$ cat src/rtl/mul_seq_ctrl_pkg.sv
// Shared definitions for the sequential shift-add multiplier.
// Holds the controller state encoding and the iteration-counter width helper
// used by mul_seq_ctrl and its datapath.
package mul_seq_ctrl_pkg;

    typedef enum logic [1:0] {
        ST_IDLE = 2'd0,
        ST_CALC = 2'd1,
        ST_DONE = 2'd2
    } state_e;

    // The counter must hold the value WIDTH itself, hence one extra bit.
    function automatic int cnt_width(input int width);
        return $clog2(width) + 1;
    endfunction

    localparam int DEFAULT_WIDTH = 16;
    localparam int CNT_W         = cnt_width(DEFAULT_WIDTH);

endpackage

$ cat src/rtl/mul_shift_add_dp.sv
// Radix-2 shift-add datapath: multiplicand, multiplier and accumulator
// registers plus the single shared adder.
// Ports:
//   clk, rst      clock and asynchronous active-high reset
//   clear         synchronous clear of all registers (abort)
//   load          capture op_a/op_b and zero the accumulator
//   step          perform one partial-product iteration
//   op_a, op_b    operands, only used when load=1
//   acc           accumulator including this cycle's partial product, i.e.
//                 the value the accumulator takes at the next step edge
//   mq_next_zero  the multiplier bits left after this step are all zero
import mul_seq_ctrl_pkg::*;

module mul_shift_add_dp #(
    parameter int WIDTH = DEFAULT_WIDTH
) (
    input  logic                 clk,
    input  logic                 rst,
    input  logic                 clear,
    input  logic                 load,
    input  logic                 step,
    input  logic [WIDTH-1:0]     op_a,
    input  logic [WIDTH-1:0]     op_b,
    output logic [2*WIDTH-1:0]   acc,
    output logic                 mq_next_zero
);

    logic [2*WIDTH-1:0] mcand_q, mcand_d;
    logic [2*WIDTH-1:0] acc_q, acc_d;
    logic [WIDTH-1:0]   mq_q, mq_d;
    logic [2*WIDTH-1:0] addend_s;
    logic [2*WIDTH-1:0] acc_sum_s;

    // Shared adder: add the multiplicand when the current multiplier LSB is set.
    always_comb begin
        addend_s     = {(2*WIDTH){1'b0}};
        if (mq_q[0]) begin
            addend_s = mcand_q;
        end else begin
            addend_s = {(2*WIDTH){1'b0}};
        end
        acc_sum_s    = acc_q + addend_s;
        mq_next_zero = ~|mq_q[WIDTH-1:1];
    end

    // Next-state selection for the datapath registers; clear wins over load/step.
    always_comb begin
        mcand_d = mcand_q;
        mq_d    = mq_q;
        acc_d   = acc_q;
        if (clear) begin
            mcand_d = {(2*WIDTH){1'b0}};
            mq_d    = {WIDTH{1'b0}};
            acc_d   = {(2*WIDTH){1'b0}};
        end else if (load) begin
            mcand_d = {{WIDTH{1'b0}}, op_a};
            mq_d    = op_b;
            acc_d   = {(2*WIDTH){1'b0}};
        end else if (step) begin
            mcand_d = {mcand_q[2*WIDTH-2:0], 1'b0};
            mq_d    = {1'b0, mq_q[WIDTH-1:1]};
            acc_d   = acc_sum_s;
        end else begin
            mcand_d = mcand_q;
            mq_d    = mq_q;
            acc_d   = acc_q;
        end
    end

    // Datapath register bank.
    always_ff @(posedge clk or posedge rst) begin
        if (rst) begin
            mcand_q <= {(2*WIDTH){1'b0}};
            mq_q    <= {WIDTH{1'b0}};
            acc_q   <= {(2*WIDTH){1'b0}};
        end else begin
            mcand_q <= mcand_d;
            mq_q    <= mq_d;
            acc_q   <= acc_d;
        end
    end

    assign acc = acc_sum_s;

endmodule

$ cat src/rtl/mul_seq_ctrl.sv
// Sequencing controller for an iterative unsigned WIDTH x WIDTH multiplier.
// One partial product per clock; the 2*WIDTH result is held until acknowledged.
// Ports:
//   clk, rst                 clock and asynchronous active-high reset
//   abort                    synchronous return to IDLE, clears result/iter_cnt
//   start_valid/start_ready  request handshake; ready only in IDLE
//   op_a, op_b               multiplicand / multiplier, sampled on acceptance
//   res_valid/res_ready      result handshake; valid only in DONE
//   result                   product, registered
//   busy                     high while iterating
//   iter_cnt                 iterations used by the last completed operation
import mul_seq_ctrl_pkg::*;

module mul_seq_ctrl #(
    parameter int WIDTH      = DEFAULT_WIDTH,
    parameter bit EARLY_EXIT = 1'b1
) (
    input  logic                        clk,
    input  logic                        rst,
    input  logic                        abort,
    input  logic                        start_valid,
    output logic                        start_ready,
    input  logic [WIDTH-1:0]            op_a,
    input  logic [WIDTH-1:0]            op_b,
    output logic                        res_valid,
    input  logic                        res_ready,
    output logic [2*WIDTH-1:0]          result,
    output logic                        busy,
    output logic [cnt_width(WIDTH)-1:0] iter_cnt
);

    localparam int             CW       = cnt_width(WIDTH);
    localparam logic [CW-1:0]  CNT_ONE  = CW'(1'b1);
    localparam logic [CW-1:0]  CNT_LAST = CW'(WIDTH - 1);

    state_e               state_q, state_d;
    logic [CW-1:0]        cnt_q, cnt_d;
    logic [CW-1:0]        iter_cnt_q, iter_cnt_d;
    logic [2*WIDTH-1:0]   result_q, result_d;
    logic                 load_s;
    logic                 step_s;
    logic                 last_iter_s;
    logic                 mq_next_zero_s;
    logic [2*WIDTH-1:0]   acc_s;

    mul_shift_add_dp #(.WIDTH(WIDTH)) u_dp (
        .clk          (clk),
        .rst          (rst),
        .clear        (abort),
        .load         (load_s),
        .step         (step_s),
        .op_a         (op_a),
        .op_b         (op_b),
        .acc          (acc_s),
        .mq_next_zero (mq_next_zero_s)
    );

    // The current step is the last one when the fixed count is reached or,
    // with early exit, no set multiplier bits remain after this shift.
    always_comb begin
        last_iter_s = (cnt_q == CNT_LAST) || (EARLY_EXIT && mq_next_zero_s);
    end

    // State register.
    always_ff @(posedge clk or posedge rst) begin
        if (rst) begin
            state_q <= ST_IDLE;
        end else begin
            state_q <= state_d;
        end
    end

    // Next-state logic; abort overrides every transition.
    always_comb begin
        state_d = state_q;
        if (abort) begin
            state_d = ST_IDLE;
        end else begin
            case (state_q)
                ST_IDLE: begin
                    if (start_valid) state_d = ST_CALC;
                    else             state_d = ST_IDLE;
                end
                ST_CALC: begin
                    if (last_iter_s) state_d = ST_DONE;
                    else             state_d = ST_CALC;
                end
                // Acknowledge only; a coincident start waits for IDLE.
                ST_DONE: begin
                    if (res_ready) state_d = ST_IDLE;
                    else           state_d = ST_DONE;
                end
                default: state_d = ST_IDLE;
            endcase
        end
    end

    // State-decoded handshake outputs and datapath strobes.
    always_comb begin
        start_ready = 1'b0;
        res_valid   = 1'b0;
        busy        = 1'b0;
        case (state_q)
            ST_IDLE: start_ready = 1'b1;
            ST_CALC: busy        = 1'b1;
            ST_DONE: res_valid   = 1'b1;
            default: start_ready = 1'b0;
        endcase
        load_s = (state_q == ST_IDLE) && start_valid && !abort;
        step_s = (state_q == ST_CALC) && !abort;
    end

    // Iteration counter and captured result / iteration count.
    always_comb begin
        cnt_d      = cnt_q;
        result_d   = result_q;
        iter_cnt_d = iter_cnt_q;
        if (abort) begin
            cnt_d      = {CW{1'b0}};
            result_d   = {(2*WIDTH){1'b0}};
            iter_cnt_d = {CW{1'b0}};
        end else if (load_s) begin
            cnt_d      = {CW{1'b0}};
        end else if (step_s) begin
            cnt_d = cnt_q + CNT_ONE;
            if (last_iter_s) begin
                result_d   = acc_s;
                iter_cnt_d = cnt_q + CNT_ONE;
            end else begin
                result_d   = result_q;
                iter_cnt_d = iter_cnt_q;
            end
        end else begin
            cnt_d = cnt_q;
        end
    end

    // Counter and output registers.
    always_ff @(posedge clk or posedge rst) begin
        if (rst) begin
            cnt_q      <= {CW{1'b0}};
            result_q   <= {(2*WIDTH){1'b0}};
            iter_cnt_q <= {CW{1'b0}};
        end else begin
            cnt_q      <= cnt_d;
            result_q   <= result_d;
            iter_cnt_q <= iter_cnt_d;
        end
    end

    assign result   = result_q;
    assign iter_cnt = iter_cnt_q;

endmodule

$ cat config.mk
export PLATFORM = sky130hd
export DESIGN_NAME = mul_seq_ctrl
export DESIGN_NICKNAME = d
export VERILOG_FILES = /design/src/rtl/mul_seq_ctrl_pkg.sv /design/src/rtl/mul_shift_add_dp.sv /design/src/rtl/mul_seq_ctrl.sv
export SDC_FILE = /design/constraint.sdc
export NUM_CORES = 1
export LEC_CHECK = 0
export ABC_CLOCK_PERIOD_IN_PS = 5600
export CAP_MARGIN = 20
export CORE_MARGIN = 1
export CORE_UTILIZATION = 29
export DETAILED_ROUTE_END_ITERATION = 7
export SYNTH_ARGS = -nofsm -noshare
export SYNTH_HDL_FRONTEND = slang
export SYNTH_SLANG_ARGS = --single-unit
$ cat constraint.sdc
create_clock -name clk -period 5.6 [get_ports clk]
set_input_delay 1.12 -clock clk [delete_from_list [all_inputs] [get_ports clk]]
set_output_delay 1.12 -clock clk [all_outputs]
set_load 0.05 [all_outputs]
==> impl_metrics.tcl, run 1 <==
set metrics [dict create \
    synth.mux.area_fraction_pct 0.148 \
    status "complete, no violations" \
    detail_route.wirelength.met1_um 8500 \
    hold_path.class "reg2reg" \
    core_area_mm2 0.0227 \
    port_buffers 76 \
    chipHeight_um 154 \
    maxUsedRoutingLayer "met4" \
    die_w_um 154 \
    worst_setup_hold_path_clk_slew_ps 60 \
    place_area_mm2 0.00779 \
    post_dp_hpwl_um 11900 \
    worst_path_dominant_cell_family "buffers and inverters" \
    syn-cell-area_mm2 0.00674 \
    cp-start-kind "flip-flop" \
    n_diodes 0 \
    std_cell_rows 55 \
    syn-mean-instance-area_um2 9.82 \
    netlist.area_leader.share_pct 46.0 \
    drt-initial-drc-count 420 \
    cts_buffer_depth 2 \
    wl_per_cell_um 16.5 \
    grt_start_max_net_pins 56 \
    worst_slew_pin_slew_ps 808 \
    ys.flop_type "sky130_fd_sc_hd__dfrtp_1" \
    min_path_cells 1 \
    synth-adder-area-share_pct 6.42 \
    power.leakage_nw 3.93 \
    antenna_found_initial 0 \
    synth.top_cells.by_area "sky130_fd_sc_hd__dfrtp_1 46%, sky130_fd_sc_hd__ha_1 6.1%, sky130_fd_sc_hd__a22o_1 5.7%, sky130_fd_sc_hd__nand2_1 5.3%, sky130_fd_sc_hd__a222oi_1 4.3%" \
    fin_skew_ps 13.4 \
    floorplan.initialDensity_pct 29.7 \
    grt_pass1_wl_um 29100 \
    synth_top_family_by_area "compound AO/OA/AOI/OAI gates" \
    postRouteWirelength_um 17300 \
    route.met2.wl_um 7690 \
    cts.repair_timing.setup_buffer_count 0 \
    postSynthRegisterBits 124 \
    ys_seq_area_share_pct 46.0 \
    drive_gt1_share_pct 9.03 \
    critical-path-max-stage-delay_ps 950 \
    timing.fmax_mhz 261 \
    cts.htree.levels 4 \
    timing_worst_setup_path_type "reg2out" \
    cp_data_required_time_ps 4480 \
    tritoncts "built" \
    finalSetupViolCount 0 \
    clk-insertion-delay-late_ps 420 \
    async_reset_ff_share_pct 100 \
    drv_slew 0 \
    clock_tree.root_cell "sky130_fd_sc_hd__clkbuf_16" \
    detailroute.via_count 5453 \
    crit_chain "nand2b_1 > buf_4 > inv_2 > clkdlybuf4s50_1" \
    finish.instance_area_mm2 0.00838 \
    clock_sinks 124 \
    globalRoute.totalOverflow 0 \
    avg_vias_per_cell 5.20 \
    worst_slew_margin_rel_pct 46.2 \
    num_io_pins 77 \
    cts-buffers-inserted 17 \
    postSynthCellCount 687 \
    final_core_util_pct 36.9 \
    synth_compound_area_share_pct 23.9 \
    final.min_clock_period_ps 3840 \
    ant_nets 0 \
    post-synth-top-area-cell "sky130_fd_sc_hd__dfrtp_1" \
    end_kind "primary output" \
    setup_repair_after_global_routing_missed_its_margin "no" \
    synth-simple-area-share_pct 14.8 \
    setup_total_negative_slack_ps 0 \
    synth_common_cells "124 x sky130_fd_sc_hd__dfrtp_1, 96 x sky130_fd_sc_hd__nand2_1, 50 x sky130_fd_sc_hd__a21oi_1" \
    cts.hold.buffers_added 0 \
    cp_max_stage_cell "sky130_fd_sc_hd__clkdlybuf4s50_1" \
    syn_to_final_growth_pct 24.3 \
    finalHoldViolations 0 \
    synth.yosys.warnings 0 \
    synth-xor-area-share_pct 4.29 \
    replace_congestion 0.850 \
    globalRouteTotalUtil_pct 15.4 \
    cts_resized 0 \
    firstDrtPassIters 7 \
    synth.net_count 758 \
    period_share_pct 68.5 \
    critical_path_depth 4 \
    first_global_vias 5518 \
    wl_met3_um 883 \
    synth_enable_flop_cells 0 \
    yosys.cell_count.top_type "sky130_fd_sc_hd__dfrtp_1" \
    nets 823 \
    critPathArrivalTime_ps 2720 \
    cp_num_buf_inv 3 \
    r2r_cells 12 \
    power_density_mw_per_mm2 273 \
    timing.critical_path.fanout_max 36 \
    route.detailed.drc 0 \
    area_enclosed_by_the_die_boundary_mm2 0.0239 \
    drv.max_cap_violation_count 0 \
    max-vdd-ir-drop_mv 0.203 \
    yosysUniqueCellTypes 63 \
]
-- cell families (layout without fill, tap and decap cells) --
family | Yosys count | after routing
flip-flops | 124 | 124
AO/OA/AOI/OAI | 213 | 213
multiplexers | 1 | 1
buffers and inverters | 76 | 153
XOR/XNOR | 33 | 33
AND/OR/NAND/NOR | 206 | 206
adder cells (fa/ha/maj) | 34 | 34
-- cell type report --
| class | count | area [µm²] |
|---|---|---|
| clock buffers | 21 | 470 |
| clock inverters | 10 | 91.3 |
| fillers | 2284 | 14300 |
| inverters | 36 | 138 |
| multi-input cells | 487 | 3370 |
| flip-flops and latches | 124 | 3100 |
| well taps | 285 | 357 |
| repair buffers | 86 | 856 |
-- final timing paths --
check	from	to	slack, ps
setup / recovery	state_q[1]	busy	1760
hold / removal	result[30]	result[30]	500
min in group asynchronous	rst	u_dp.mcand_q[1]	1170
hold reg to reg	result[30]	result[30]	500
max in group asynchronous	rst	u_dp.acc_q[30]	3410
setup reg to reg	u_dp.mq_q[0]	result[30]	2240
-- state kept, by name, summed over array words and instances (netlist names) --
signal / count
iter_cnt: 5
cnt_q: 5
u_dp.mq_q: 16
u_dp.mcand_q: 32
u_dp.acc_q: 32
result: 32
state_q: 2
-- worst register-to-register path: cells and delay by family (launching register included) --
| kind | cells | cell delay (ps) |
|---|---|---|
| flip-flops | 1 | 320 |
| buffers and inverters | 2 | 350 |
| AND/OR/NAND/NOR | 2 | 380 |
| adder cells (fa/ha/maj) | 2 | 590 |
| AO/OA/AOI/OAI | 6 | 1630 |
-- where the power goes --
part	leakage (nW)	internal [mW]	switching (mW)	total, mW
logic	1.94	0.0887	0.188	0.276
registers	1.71	0.931	0.0285	0.959
clock network	0.275	0.642	0.410	1.05
-- cell usage in the layout, fill, tap and decap left out, drive strengths merged, types with 2 or more instances in the layout --
| master | Yosys | layout |
|---|---|---|
| ha | 33 | 33 |
| clkdlybuf4s50 | 0 | 76 |
| o31ai | 7 | 7 |
| a31oi | 8 | 8 |
| clkinv | 0 | 6 |
| a21oi | 54 | 54 |
| xor2 | 13 | 13 |
| nor3 | 6 | 6 |
| and3 | 3 | 3 |
| nand4 | 5 | 5 |
| a21o | 16 | 16 |
| a21boi | 3 | 3 |
| dfrtp | 124 | 124 |
| a222oi | 29 | 29 |
| xnor2 | 20 | 20 |
| o211ai | 3 | 3 |
| and2 | 30 | 30 |
| nor2 | 27 | 27 |
| a211oi | 4 | 4 |
| nand3 | 12 | 12 |
| nand2b | 9 | 9 |
| nand2 | 97 | 97 |
| buf | 11 | 10 |
| a2111oi | 2 | 2 |
| nand3b | 9 | 9 |
| nor4 | 4 | 4 |
| inv | 36 | 37 |
| o31a | 2 | 2 |
| clkbuf | 29 | 21 |
| o21a | 3 | 3 |
| nor2b | 3 | 3 |
| o21ai | 27 | 27 |
| clkinvlp | 0 | 2 |
| a22o | 44 | 44 |
-- stage by stage --
stage	total power [mW]	hold WS [ps]	worst slack, ps	instances
finish	2.29	499	1760	1049
global route	2.38	518	1620	1049
CTS	2.30	510	1740	1048
detailed placement	1.25	490	2150	1017
global placement	1.24	488	2210	1017
floorplan	1.14	456	1180	687
-- layer usage --
| metal | global-route usage (%) | up-vias |
|---|---|---|
| met4 | 4.86 | 0 |
| met1 | 21.9 | 2653 |
| li1 | - | 2629 |
| met2 | 23.6 | 155 |
| met3 | 3.08 | 16 |
| met5 | 0 | - |
No activity file was read; power rests on OpenSTA's default activity.
==> inputs of run 2 (changes only) <==
--- a/config.mk
+++ b/config.mk
@@ -5,7 +5,7 @@
 export SDC_FILE = /design/constraint.sdc
 export NUM_CORES = 1
 export LEC_CHECK = 0
-export ABC_CLOCK_PERIOD_IN_PS = 5600
+export ABC_CLOCK_PERIOD_IN_PS = 3100
 export CAP_MARGIN = 20
 export CORE_MARGIN = 1
 export CORE_UTILIZATION = 29
==> constraint.sdc (replaced) <==
create_clock -name clk -period 3.1 [get_ports clk]
set_input_delay 0.62 -clock clk [delete_from_list [all_inputs] [get_ports clk]]
set_output_delay 0.62 -clock clk [all_outputs]
set_load 0.05 [all_outputs]
==> impl_metrics.tcl, run 2 (synthesized netlist as in run 1, its figures left out) <==
set metrics [dict create \
    nets 833 \
    timing.fmax_mhz 343 \
    multi_input_comb_area_mm2 0.00337 \
    firstDrtPassIters 7 \
    worst_slew_pin_slew_ps 793 \
    max-vdd-ir-drop_mv 0.396 \
    route.detailed.drc 0 \
    setup_repair_after_global_routing_missed_its_margin "no" \
    period_share_pct 94.0 \
    grt_pass1_wl_um 29200 \
    first_global_vias 5384 \
    power_switching_share_pct 27.1 \
    clock_group_share_of_total_power_pct 48.3 \
    switching_power_mw 1.19 \
    regArea_mm2 0.00310 \
    clock_tree.root_cell "sky130_fd_sc_hd__clkbuf_16" \
    cts.htree.levels 4 \
    tritoncts "built" \
    power.share.sequential_pct 39.7 \
    antenna_found_initial 0 \
    cp_data_required_time_ps 3420 \
    power.leakage_nw 3.99 \
    chipHeight_um 154 \
    floorplan.initialDensity_pct 29.7 \
    hold_path.class "reg2reg" \
    avg_vias_per_cell 5.17 \
    timing.critical_path.fanout_max 17 \
    finalSetupViolCount 0 \
    cts.repair_timing.setup_buffer_count 0 \
    final.min_clock_period_ps 2920 \
    core_area_mm2 0.0227 \
    replace_congestion 0.867 \
    setup_total_negative_slack_ps 0 \
    final_core_util_pct 37.6 \
    cts_buffer_depth 2 \
    timing_worst_setup_path_type "reg2reg" \
    globalRoute.totalOverflow 0 \
    status "complete, no violations" \
    clock_sinks 124 \
    wl_per_cell_um 16.9 \
    n_diodes 0 \
    mostFrequentLayoutCells "123 x sky130_fd_sc_hd__dfrtp_1, 96 x sky130_fd_sc_hd__nand2_1, 75 x sky130_fd_sc_hd__clkdlybuf4s50_1, 50 x sky130_fd_sc_hd__a21oi_1, 44 x sky130_fd_sc_hd__a22o_1" \
    die_w_um 154 \
    grt_start_max_net_pins 125 \
    clk-insertion-delay-late_ps 430 \
    drv.max_cap_violation_count 0 \
    postRouteWirelength_um 17900 \
    drt-initial-drc-count 595 \
    finalHoldViolations 0 \
    fin_skew_ps 16.2 \
    final_common_cell "sky130_fd_sc_hd__dfrtp_1" \
    post_dp_hpwl_um 12500 \
    std_cell_rows 55 \
    worst_slew_margin_rel_pct 47.1 \
    p_int_mw 3.19 \
    drv_slew 0 \
    area_enclosed_by_the_die_boundary_mm2 0.0239 \
    num_io_pins 77 \
    critPathArrivalTime_ps 3230 \
    filler_cell_count 2254 \
    power_density_mw_per_mm2 513 \
    end_kind "flip-flop" \
    ant_nets 0 \
    cts-buffers-inserted 17 \
    power.share.combinational_pct 12.0 \
    drive_gt1_share_pct 10.8 \
    detailroute.via_count 5479 \
    cp-start-kind "flip-flop" \
    worst_setup_hold_path_clk_slew_ps 60 \
    syn_to_final_growth_pct 26.5 \
    port_buffers 76 \
    globalRouteTotalUtil_pct 15.7 \
]
==> run 2: changes by cell type in the layout (fill, tap and decap cells not counted), moves of 2 or more <==
cell / delta
sky130_fd_sc_hd__buf_12: +2
sky130_fd_sc_hd__buf_4: +10
sky130_fd_sc_hd__bufinv_16: +2
sky130_fd_sc_hd__clkinv_2: -3
sky130_fd_sc_hd__clkinvlp_4: +3
sky130_fd_sc_hd__inv_6: +2
==> run 2: path summary, 6_finish.rpt <==
| kind | start | to | slack [ps] | cells after the start |
|---|---|---|---|---|
| worst max-delay path | u_dp.mq_q[0] | result[30] | 180 | 10 |
| worst min-delay path | result[31] | result[31] | 500 | 2 |
| worst max register to register | u_dp.mq_q[0] | result[30] | 180 | 10 |
| worst min register to register | result[31] | result[31] | 500 | 2 |
| max in group asynchronous | rst | u_dp.mq_q[0] | 1760 | 3 |
| min in group asynchronous | rst | u_dp.mcand_q[4] | 640 | 3 |
==> run 2: power by group through the flow <==
stage / sequential, mW / clock [mW] / combinational [mW]
finish: 1.74 / 2.11 / 0.524
global route: 1.75 / 2.23 / 0.575
CTS: 1.74 / 2.16 / 0.529
detailed placement: 1.77 / 0 / 0.528
global placement: 1.77 / 0 / 0.524
floorplan: 1.75 / 0 / 0.316
==> run 2: area by class of cell <==
class / instances / share of cell area, %
clock buffer: 20 / 5.47
clock inverter: 12 / 1.88
inverter: 36 / 1.63
multi-input combinational: 487 / 39.5
sequential: 124 / 36.4
tap: 285 / 4.18
timing repair buffer: 96 / 10.9
==> run 2: repair_timing <==
| action | in CTS | in global routing |
|---|---|---|
| endpoints found under the hold margin | 0 | 0 |
| hold buffers | 0 | 0 |
| resized for setup | 0 | 3 |
| setup endpoints to repair | 0 | 5 |
==> run 2: worst max-delay path, cell delays in order (launching register included) <==
cell and delay (ps):
sky130_fd_sc_hd__dfrtp_2 450, sky130_fd_sc_hd__buf_4 210, sky130_fd_sc_hd__and2_1 170, sky130_fd_sc_hd__ha_1 390
sky130_fd_sc_hd__nand4_1 160, sky130_fd_sc_hd__nor3_2 240, sky130_fd_sc_hd__o221ai_2 170, sky130_fd_sc_hd__a2111oi_2 450
sky130_fd_sc_hd__o21ai_1 150, sky130_fd_sc_hd__a21o_1 180, sky130_fd_sc_hd__a32o_1 230
==> run 2: per-layer routing <==
| metal | routed length (µm) | track usage [%] | vias up | share of wire, % |
|---|---|---|---|---|
| met5 | 0 | 0 | - | 0 |
| met4 | 215 | 4.62 | 0 | 1.2 |
| met3 | 823 | 3.92 | 12 | 4.6 |
| met2 | 8000 | 23.1 | 139 | 45 |
| met1 | 8840 | 22.5 | 2668 | 49 |
| li1 | - | - | 2660 | - |
==> run 2: through the flow <==
step           setup slack (ps)  hold slack, ps  power (mW)  instance area (µm²)  cells
6_report                    185             498        4.38                 8530   1060
5_1_grt                    6.72             517        4.55                 8530   1060
4_1_cts                     103             500        4.43                 8520   1060
3_5_place_dp               92.7             481        2.29                 7900   1028
3_3_place_gp                178             484        2.29                 7900   1028
2_1_floorplan               246             456        2.07                 6750    687
